==> src/rtl/ov7670_pkg.sv <==
// Shared types for the camera -> core -> lenet frame sequencer.
package ov7670_pkg;

    localparam int SEQ_STATE_W = 3;

    typedef enum logic [SEQ_STATE_W-1:0] {
        ST_IDLE       = 3'd0,
        ST_CAPTURE    = 3'd1,
        ST_PROCESS    = 3'd2,
        ST_INFER_REQ  = 3'd3,
        ST_INFER_WAIT = 3'd4,
        ST_HOLD       = 3'd5
    } seq_state_t;

    // Stages that wait on an external block and are guarded by the stall timer.
    function automatic logic is_timed(input seq_state_t s);
        return (s == ST_CAPTURE) || (s == ST_PROCESS) || (s == ST_INFER_WAIT);
    endfunction

endpackage

==> src/rtl/sw_debounce.sv <==
// Synchroniser plus level debouncer for one mechanical switch.
module sw_debounce #(
    parameter int SYNC_STAGES     = 2,
    parameter int DEBOUNCE_CYCLES = 240000
) (
    input  logic clk,
    input  logic rst_n,
    input  logic sw_async,
    output logic sw_level
);

    localparam int CNT_W = (DEBOUNCE_CYCLES > 1) ? $clog2(DEBOUNCE_CYCLES) : 1;

    logic [SYNC_STAGES-1:0] sync_q;
    logic [CNT_W-1:0]       deb_cnt_q;
    logic                   level_q;
    logic                   synced;

    assign synced   = sync_q[SYNC_STAGES-1];
    assign sw_level = level_q;

    always_ff @(posedge clk or negedge rst_n) begin
        if (!rst_n) begin
            sync_q <= '0;
        end else begin
            sync_q[0] <= sw_async;
            for (int i = 1; i < SYNC_STAGES; i++) begin
                sync_q[i] <= sync_q[i-1];
            end
        end
    end

    // Any sample that agrees with the accepted level restarts the stability run.
    always_ff @(posedge clk or negedge rst_n) begin
        if (!rst_n) begin
            deb_cnt_q <= '0;
            level_q   <= 1'b0;
        end else if (synced == level_q) begin
            deb_cnt_q <= '0;
        end else if (deb_cnt_q == CNT_W'(DEBOUNCE_CYCLES - 1)) begin
            level_q   <= synced;
            deb_cnt_q <= '0;
        end else if (deb_cnt_q != '1) begin
            deb_cnt_q <= deb_cnt_q + 1'b1;
        end
    end

endmodule

==> src/rtl/frame_sequencer.sv <==
// Per-frame scheduler: capture, core pass, lenet inference, with frame count and stall detection.
import ov7670_pkg::*;

module frame_sequencer #(
    parameter int DEBOUNCE_CYCLES = 240000,
    parameter int TIMEOUT_CYCLES  = 24000000,
    parameter int SYNC_STAGES     = 2
) (
    input  logic                   clk24,
    input  logic                   rst_n,
    input  logic                   sw_run,
    input  logic                   sw_pause,
    input  logic                   capture_end,
    input  logic                   core_end,
    input  logic                   lenet_ready,
    output logic                   capture_en,
    output logic                   core_start,
    output logic                   lenet_go,
    output logic [SEQ_STATE_W-1:0] seq_state,
    output logic [7:0]             frame_cnt,
    output logic                   timeout_err
);

    localparam int TMO_W = (TIMEOUT_CYCLES > 1) ? $clog2(TIMEOUT_CYCLES) : 1;

    logic run_lvl;
    logic pause_lvl;

    sw_debounce #(.SYNC_STAGES(SYNC_STAGES), .DEBOUNCE_CYCLES(DEBOUNCE_CYCLES)) u_run_deb (
        .clk      (clk24),
        .rst_n    (rst_n),
        .sw_async (sw_run),
        .sw_level (run_lvl)
    );

    sw_debounce #(.SYNC_STAGES(SYNC_STAGES), .DEBOUNCE_CYCLES(DEBOUNCE_CYCLES)) u_pause_deb (
        .clk      (clk24),
        .rst_n    (rst_n),
        .sw_async (sw_pause),
        .sw_level (pause_lvl)
    );

    logic [SYNC_STAGES-1:0] cap_sync_q;
    logic                   cap_prev_q;
    logic                   cap_edge;

    assign cap_edge = cap_sync_q[SYNC_STAGES-1] & ~cap_prev_q;

    always_ff @(posedge clk24 or negedge rst_n) begin
        if (!rst_n) begin
            cap_sync_q <= '0;
            cap_prev_q <= 1'b0;
        end else begin
            cap_sync_q[0] <= capture_end;
            for (int i = 1; i < SYNC_STAGES; i++) begin
                cap_sync_q[i] <= cap_sync_q[i-1];
            end
            cap_prev_q <= cap_sync_q[SYNC_STAGES-1];
        end
    end

    seq_state_t       state_q, state_d;
    logic             busy_seen_q, busy_seen_d;
    logic             capture_en_q, capture_en_d;
    logic             core_start_q, core_start_d;
    logic             lenet_go_q, lenet_go_d;
    logic [TMO_W-1:0] tmo_cnt_q;
    logic [7:0]       frame_cnt_q;
    logic             timeout_err_q;
    logic             run_prev_q;
    logic             frame_done;
    logic             tmo_fire;
    logic             tmo_hit;

    assign tmo_hit = (tmo_cnt_q == TMO_W'(TIMEOUT_CYCLES - 1));

    always_ff @(posedge clk24 or negedge rst_n) begin
        if (!rst_n) begin
            state_q      <= ST_IDLE;
            busy_seen_q  <= 1'b0;
            capture_en_q <= 1'b0;
            core_start_q <= 1'b0;
            lenet_go_q   <= 1'b0;
        end else begin
            state_q      <= state_d;
            busy_seen_q  <= busy_seen_d;
            capture_en_q <= capture_en_d;
            core_start_q <= core_start_d;
            lenet_go_q   <= lenet_go_d;
        end
    end

    // Completion events are tested before the stall timer so a late-but-valid event still counts.
    always_comb begin
        state_d     = state_q;
        busy_seen_d = busy_seen_q;
        frame_done  = 1'b0;
        tmo_fire    = 1'b0;
        case (state_q)
            ST_IDLE: begin
                if (run_lvl && !pause_lvl) state_d = ST_CAPTURE;
            end
            ST_CAPTURE: begin
                if (cap_edge) begin
                    state_d = ST_PROCESS;
                end else if (tmo_hit) begin
                    state_d  = ST_IDLE;
                    tmo_fire = 1'b1;
                end else if (!run_lvl) begin
                    state_d = ST_IDLE;
                end
            end
            ST_PROCESS: begin
                if (core_end) begin
                    state_d = ST_INFER_REQ;
                end else if (tmo_hit) begin
                    state_d  = ST_IDLE;
                    tmo_fire = 1'b1;
                end
            end
            ST_INFER_REQ: begin
                if (lenet_ready) state_d = ST_INFER_WAIT;
            end
            ST_INFER_WAIT: begin
                if (lenet_ready && busy_seen_q) begin
                    frame_done  = 1'b1;
                    busy_seen_d = 1'b0;
                    if (pause_lvl)    state_d = ST_HOLD;
                    else if (run_lvl) state_d = ST_CAPTURE;
                    else              state_d = ST_IDLE;
                end else if (tmo_hit) begin
                    state_d     = ST_IDLE;
                    tmo_fire    = 1'b1;
                    busy_seen_d = 1'b0;
                end else if (!lenet_ready) begin
                    busy_seen_d = 1'b1;
                end
            end
            ST_HOLD: begin
                if (!pause_lvl) state_d = run_lvl ? ST_CAPTURE : ST_IDLE;
            end
            default: state_d = ST_IDLE;
        endcase

        capture_en_d = (state_d == ST_CAPTURE);
        core_start_d = (state_q == ST_CAPTURE) && (state_d == ST_PROCESS);
        lenet_go_d   = (state_q == ST_INFER_REQ) && (state_d == ST_INFER_WAIT);
    end

    always_ff @(posedge clk24 or negedge rst_n) begin
        if (!rst_n) begin
            tmo_cnt_q <= '0;
        end else if ((state_d != state_q) || !is_timed(state_q)) begin
            tmo_cnt_q <= '0;
        end else if (tmo_cnt_q != '1) begin
            tmo_cnt_q <= tmo_cnt_q + 1'b1;
        end
    end

    always_ff @(posedge clk24 or negedge rst_n) begin
        if (!rst_n) begin
            frame_cnt_q <= '0;
        end else if (frame_done) begin
            frame_cnt_q <= frame_cnt_q + 8'd1;
        end
    end

    always_ff @(posedge clk24 or negedge rst_n) begin
        if (!rst_n) begin
            timeout_err_q <= 1'b0;
            run_prev_q    <= 1'b0;
        end else begin
            run_prev_q <= run_lvl;
            if (tmo_fire)                   timeout_err_q <= 1'b1;
            else if (run_prev_q && !run_lvl) timeout_err_q <= 1'b0;
        end
    end

    assign capture_en  = capture_en_q;
    assign core_start  = core_start_q;
    assign lenet_go    = lenet_go_q;
    assign seq_state   = state_q;
    assign frame_cnt   = frame_cnt_q;
    assign timeout_err = timeout_err_q;

endmodule

==> config.mk <==
export PLATFORM = sky130hd
export DESIGN_NAME = frame_sequencer
export DESIGN_NICKNAME = d
export VERILOG_FILES = /design/src/rtl/ov7670_pkg.sv /design/src/rtl/sw_debounce.sv /design/src/rtl/frame_sequencer.sv
export SDC_FILE = /design/constraint.sdc
export NUM_CORES = 1
export LEC_CHECK = 0
export CAP_MARGIN = 0
export CORE_UTILIZATION = 38
export DETAILED_ROUTE_END_ITERATION = 6
export SYNTH_ARGS = -nofsm -noshare
export SYNTH_HDL_FRONTEND = slang
export SYNTH_SLANG_ARGS = --single-unit
==> constraint.sdc <==
create_clock -name clk24 -period 1.9 [get_ports clk24]
set_input_delay 0.19 -clock clk24 [delete_from_list [all_inputs] [get_ports clk24]]
set_output_delay 0.19 -clock clk24 [all_outputs]
set_load 0.01 [all_outputs]
==> flow_summary.json <==
{
  "clock_latency_ps": 340,
  "cts.sinks": 87,
  "dieArea_mm2": 0.0120,
  "syn_nets": 464,
  "power_density_mw_per_mm2": 681,
  "hpwl_mm": 6.41,
  "worstSetupStartpointType": "flop",
  "leakage_nw": 2.31,
  "cp_slowest_cell": "or4_4",
  "num_vias": 3521,
  "ir_worst_vdd_mv": 0.374,
  "dp_cells": 641,
  "place_congestion": 0.821,
  "critPathKind": "reg2reg",
  "intPower_w": 0.00297,
  "clock-root-buffer": "clkbuf_16",
  "maxCapViolCount": 0,
  "period_minus_slack_ps": 1890,
  "rsz0062_at_grt": "true",
  "io_buffers": 21,
  "worst_pin_slew_ps": 653,
  "synth_most_common_cell": "dfrtp_1",
  "crit_fanout": 8,
  "yosysTopAreaCell": "dfrtp_1",
  "cts_made_buffers": 9,
  "routed_wl_mm": 9.22,
  "arrival_ps": 2110,
  "clk_path_buf_depth": 2,
  "initial_core_util": 0.397,
  "fin_util": 0.503,
  "stdcell_area_mm2": 0.00557,
  "slew_headroom": 0.564,
  "synthFlopType": "dfrtp_1",
  "overflow": 0,
  "drive_gt1_frac": 0.181,
  "worst_ep_required_time_ps": 2130,
  "fin_crit_sh": 0.992,
  "nFillCells": 1039,
  "ys_ff_latch": 87,
  "p_seq_frac": 0.496,
  "htree_num_levels": 3,
  "hold_viol_final": 0,
  "syn-cell-area_mm2": 0.00440,
  "switching_share": 0.217,
  "multi_input_area_mm2": 0.00226,
  "core_area_mm2": 0.0111,
  "clock_power_share": 0.474,
  "ys_seq_area_frac": 0.494,
  "drt_iter0_markers": 159,
  "path_cells": "ha_4, nand4_4, or4_4, o211ai_1, xor2_1, nor2_1",
  "fin_nets": 526,
  "synth-edff-count": 0,
  "place_area_mm2": 0.00509,
  "rows": 38,
  "syn_area_per_cell_um2": 9.72,
  "synth_area_leaders": "dfrtp_1 49%, xnor2_1 8.2%, nor2_1 5.5%",
  "hold_path.class": "in2reg",
  "synth_top_area_share": 0.494,
  "grt_antenna_before_repair": 0,
  "hold_slack_ps": 295,
  "grt_max_degree": 38,
  "grt_pass1_wl_mm": 15.6,
  "syn_inst": 453,
  "grt_pass1_vias": 3382,
  "yosysWarnings": 0,
  "seq_area_mm2": 0.00218,
  "final_max_slew_viol_count": 0,
  "ios": 22,
  "outcome": "finished, final reports clean",
  "async_flop_share": 1.00,
  "viasPerCell": 5.33,
  "track_usage": 0.165,
  "fin_skew_ps": 7.57,
  "power_frac_comb": 0.030,
  "synth_cell_types": 45,
  "die_h_um": 110,
  "routedWlPerCell_um": 14.0,
  "p_switching_w": 0.000823,
  "yosys-top-cells-count": "87 x dfrtp_1, 64 x nor2_1, 41 x xnor2_1",
  "die_w_um": 110,
  "n_antenna_cell": 0,
  "finalSetupViolations": 0,
  "syn_to_final_growth_pct": 26.6,
  "max_freq_ghz": 0.530,
  "drt_pass1_iterations": 4,
  "finalNonFillerCells": 660,
  "drc": 0,
  "worst_setup_path_end_kind": "flop",
  "clk_pin_slew_ps": 70,
  "ant_nets": 0,
  "critPathMaxStageDelay_ps": 630,
  "cts_tree": "yes"
}
-- state kept, by name (all words and copies together), names as in the netlist, 2 cells and up --
signal                 count
cap_sync_q                 2
frame_cnt                  8
seq_state                  3
tmo_cnt_q                 25
u_pause_deb.deb_cnt_q     18
u_pause_deb.sync_q         2
u_run_deb.deb_cnt_q       18
u_run_deb.sync_q           2
-- worst max-delay path, delay by kind of cell (launching register included) --
| kind | cells | cell delay [ps] |
|---|---|---|
| fa+ha+maj | 1 | 180 |
| simple gates | 3 | 800 |
| flops | 1 | 390 |
| xor+xnor | 1 | 180 |
| compound gates | 1 | 220 |
-- kinds of logic (layout without fill, tap and decap cells) --
family	after synthesis	in the layout	share of synthesized area
flip-flops	87	87	0.494
AND/OR/NAND/NOR	214	214	0.261
XOR/XNOR	53	53	0.105
AO/OA/AOI/OAI	64	64	0.0895
adder cells (fa/ha/maj)	4	4	0.0114
multiplexers	5	5	0.0122
buffers and inverters	26	93	0.0259
-- worst paths after layout --
path                                          start                      end  slack [ps]  depth (start not counted)
worst max-delay path                   tmo_cnt_q[0]             tmo_cnt_q[4]          10                          6
worst min-delay path                         sw_run      u_run_deb.sync_q[0]         300                          1
worst max register to register         tmo_cnt_q[0]             tmo_cnt_q[4]          10                          6
worst min register to register  u_run_deb.sync_q[0]      u_run_deb.sync_q[1]         350                          0
max in group asynchronous                     rst_n  u_run_deb.deb_cnt_q[14]         950                          3
min in group asynchronous                     rst_n             frame_cnt[3]         350                          2
-- metal layers --
layer  part of all wire  GRT usage
met2               0.47      0.274
met5                  0          0
met1               0.49      0.217
met4              0.011     0.0514
met3              0.034     0.0344
-- timing repair --
action                     4_1_cts  5_1_grt
setup buffers                    0        1
hold buffers                     1        0
gates cloned                     0        1
resized for setup               10       16
setup endpoints to repair       28       47
pin swaps                        3        6
hold endpoints to repair        35        0
-- stage by stage --
step | setup slack [ps] | TNS (ps) | total power [W]
final | 14.8 | 0 | 0.00380
after global routing | -166 | -2210 | 0.00394
after CTS | -16.2 | -55.4 | 0.00385
after detailed placement | -85.7 | -1190 | 0.00203
after global placement | -14.5 | -29.7 | 0.00203
after floorplan | -13.9 | -13.9 | 0.00195
-- cell usage in the layout, fill, tap and decap left out, drive strengths merged, types with 8 or more instances in the layout --
cell type / n
inv: 9
a211oi: 11
a21oi: 23
nand4: 22
clkbuf: 11
xor2: 12
dfrtp: 87
clkdlybuf4s50: 20
nand3: 29
buf: 48
nor4: 8
and3: 14
o21ai: 13
nor3: 13
and4: 8
nor2: 64
nand2: 28
xnor2: 41
-- final cells by class --
type	count	area share
inverter	7	0.00471
tap	140	0.0314
clock inverter	6	0.0121
sequential	87	0.391
clock buffer	10	0.0429
timing repair buffer	70	0.112
multi-input combinational	340	0.406
-- power by group through the flow --
stage	clock [W]	combinational (W)	sequential, W
2_1_floorplan	0	0.0000389	0.00192
3_3_place_gp	0	0.000112	0.00192
3_5_place_dp	0	0.000113	0.00192
4_1_cts	0.00185	0.000115	0.00188
5_1_grt	0.00193	0.000132	0.00188
6_report	0.00180	0.000114	0.00188
(Power assumes the default switching activity.)
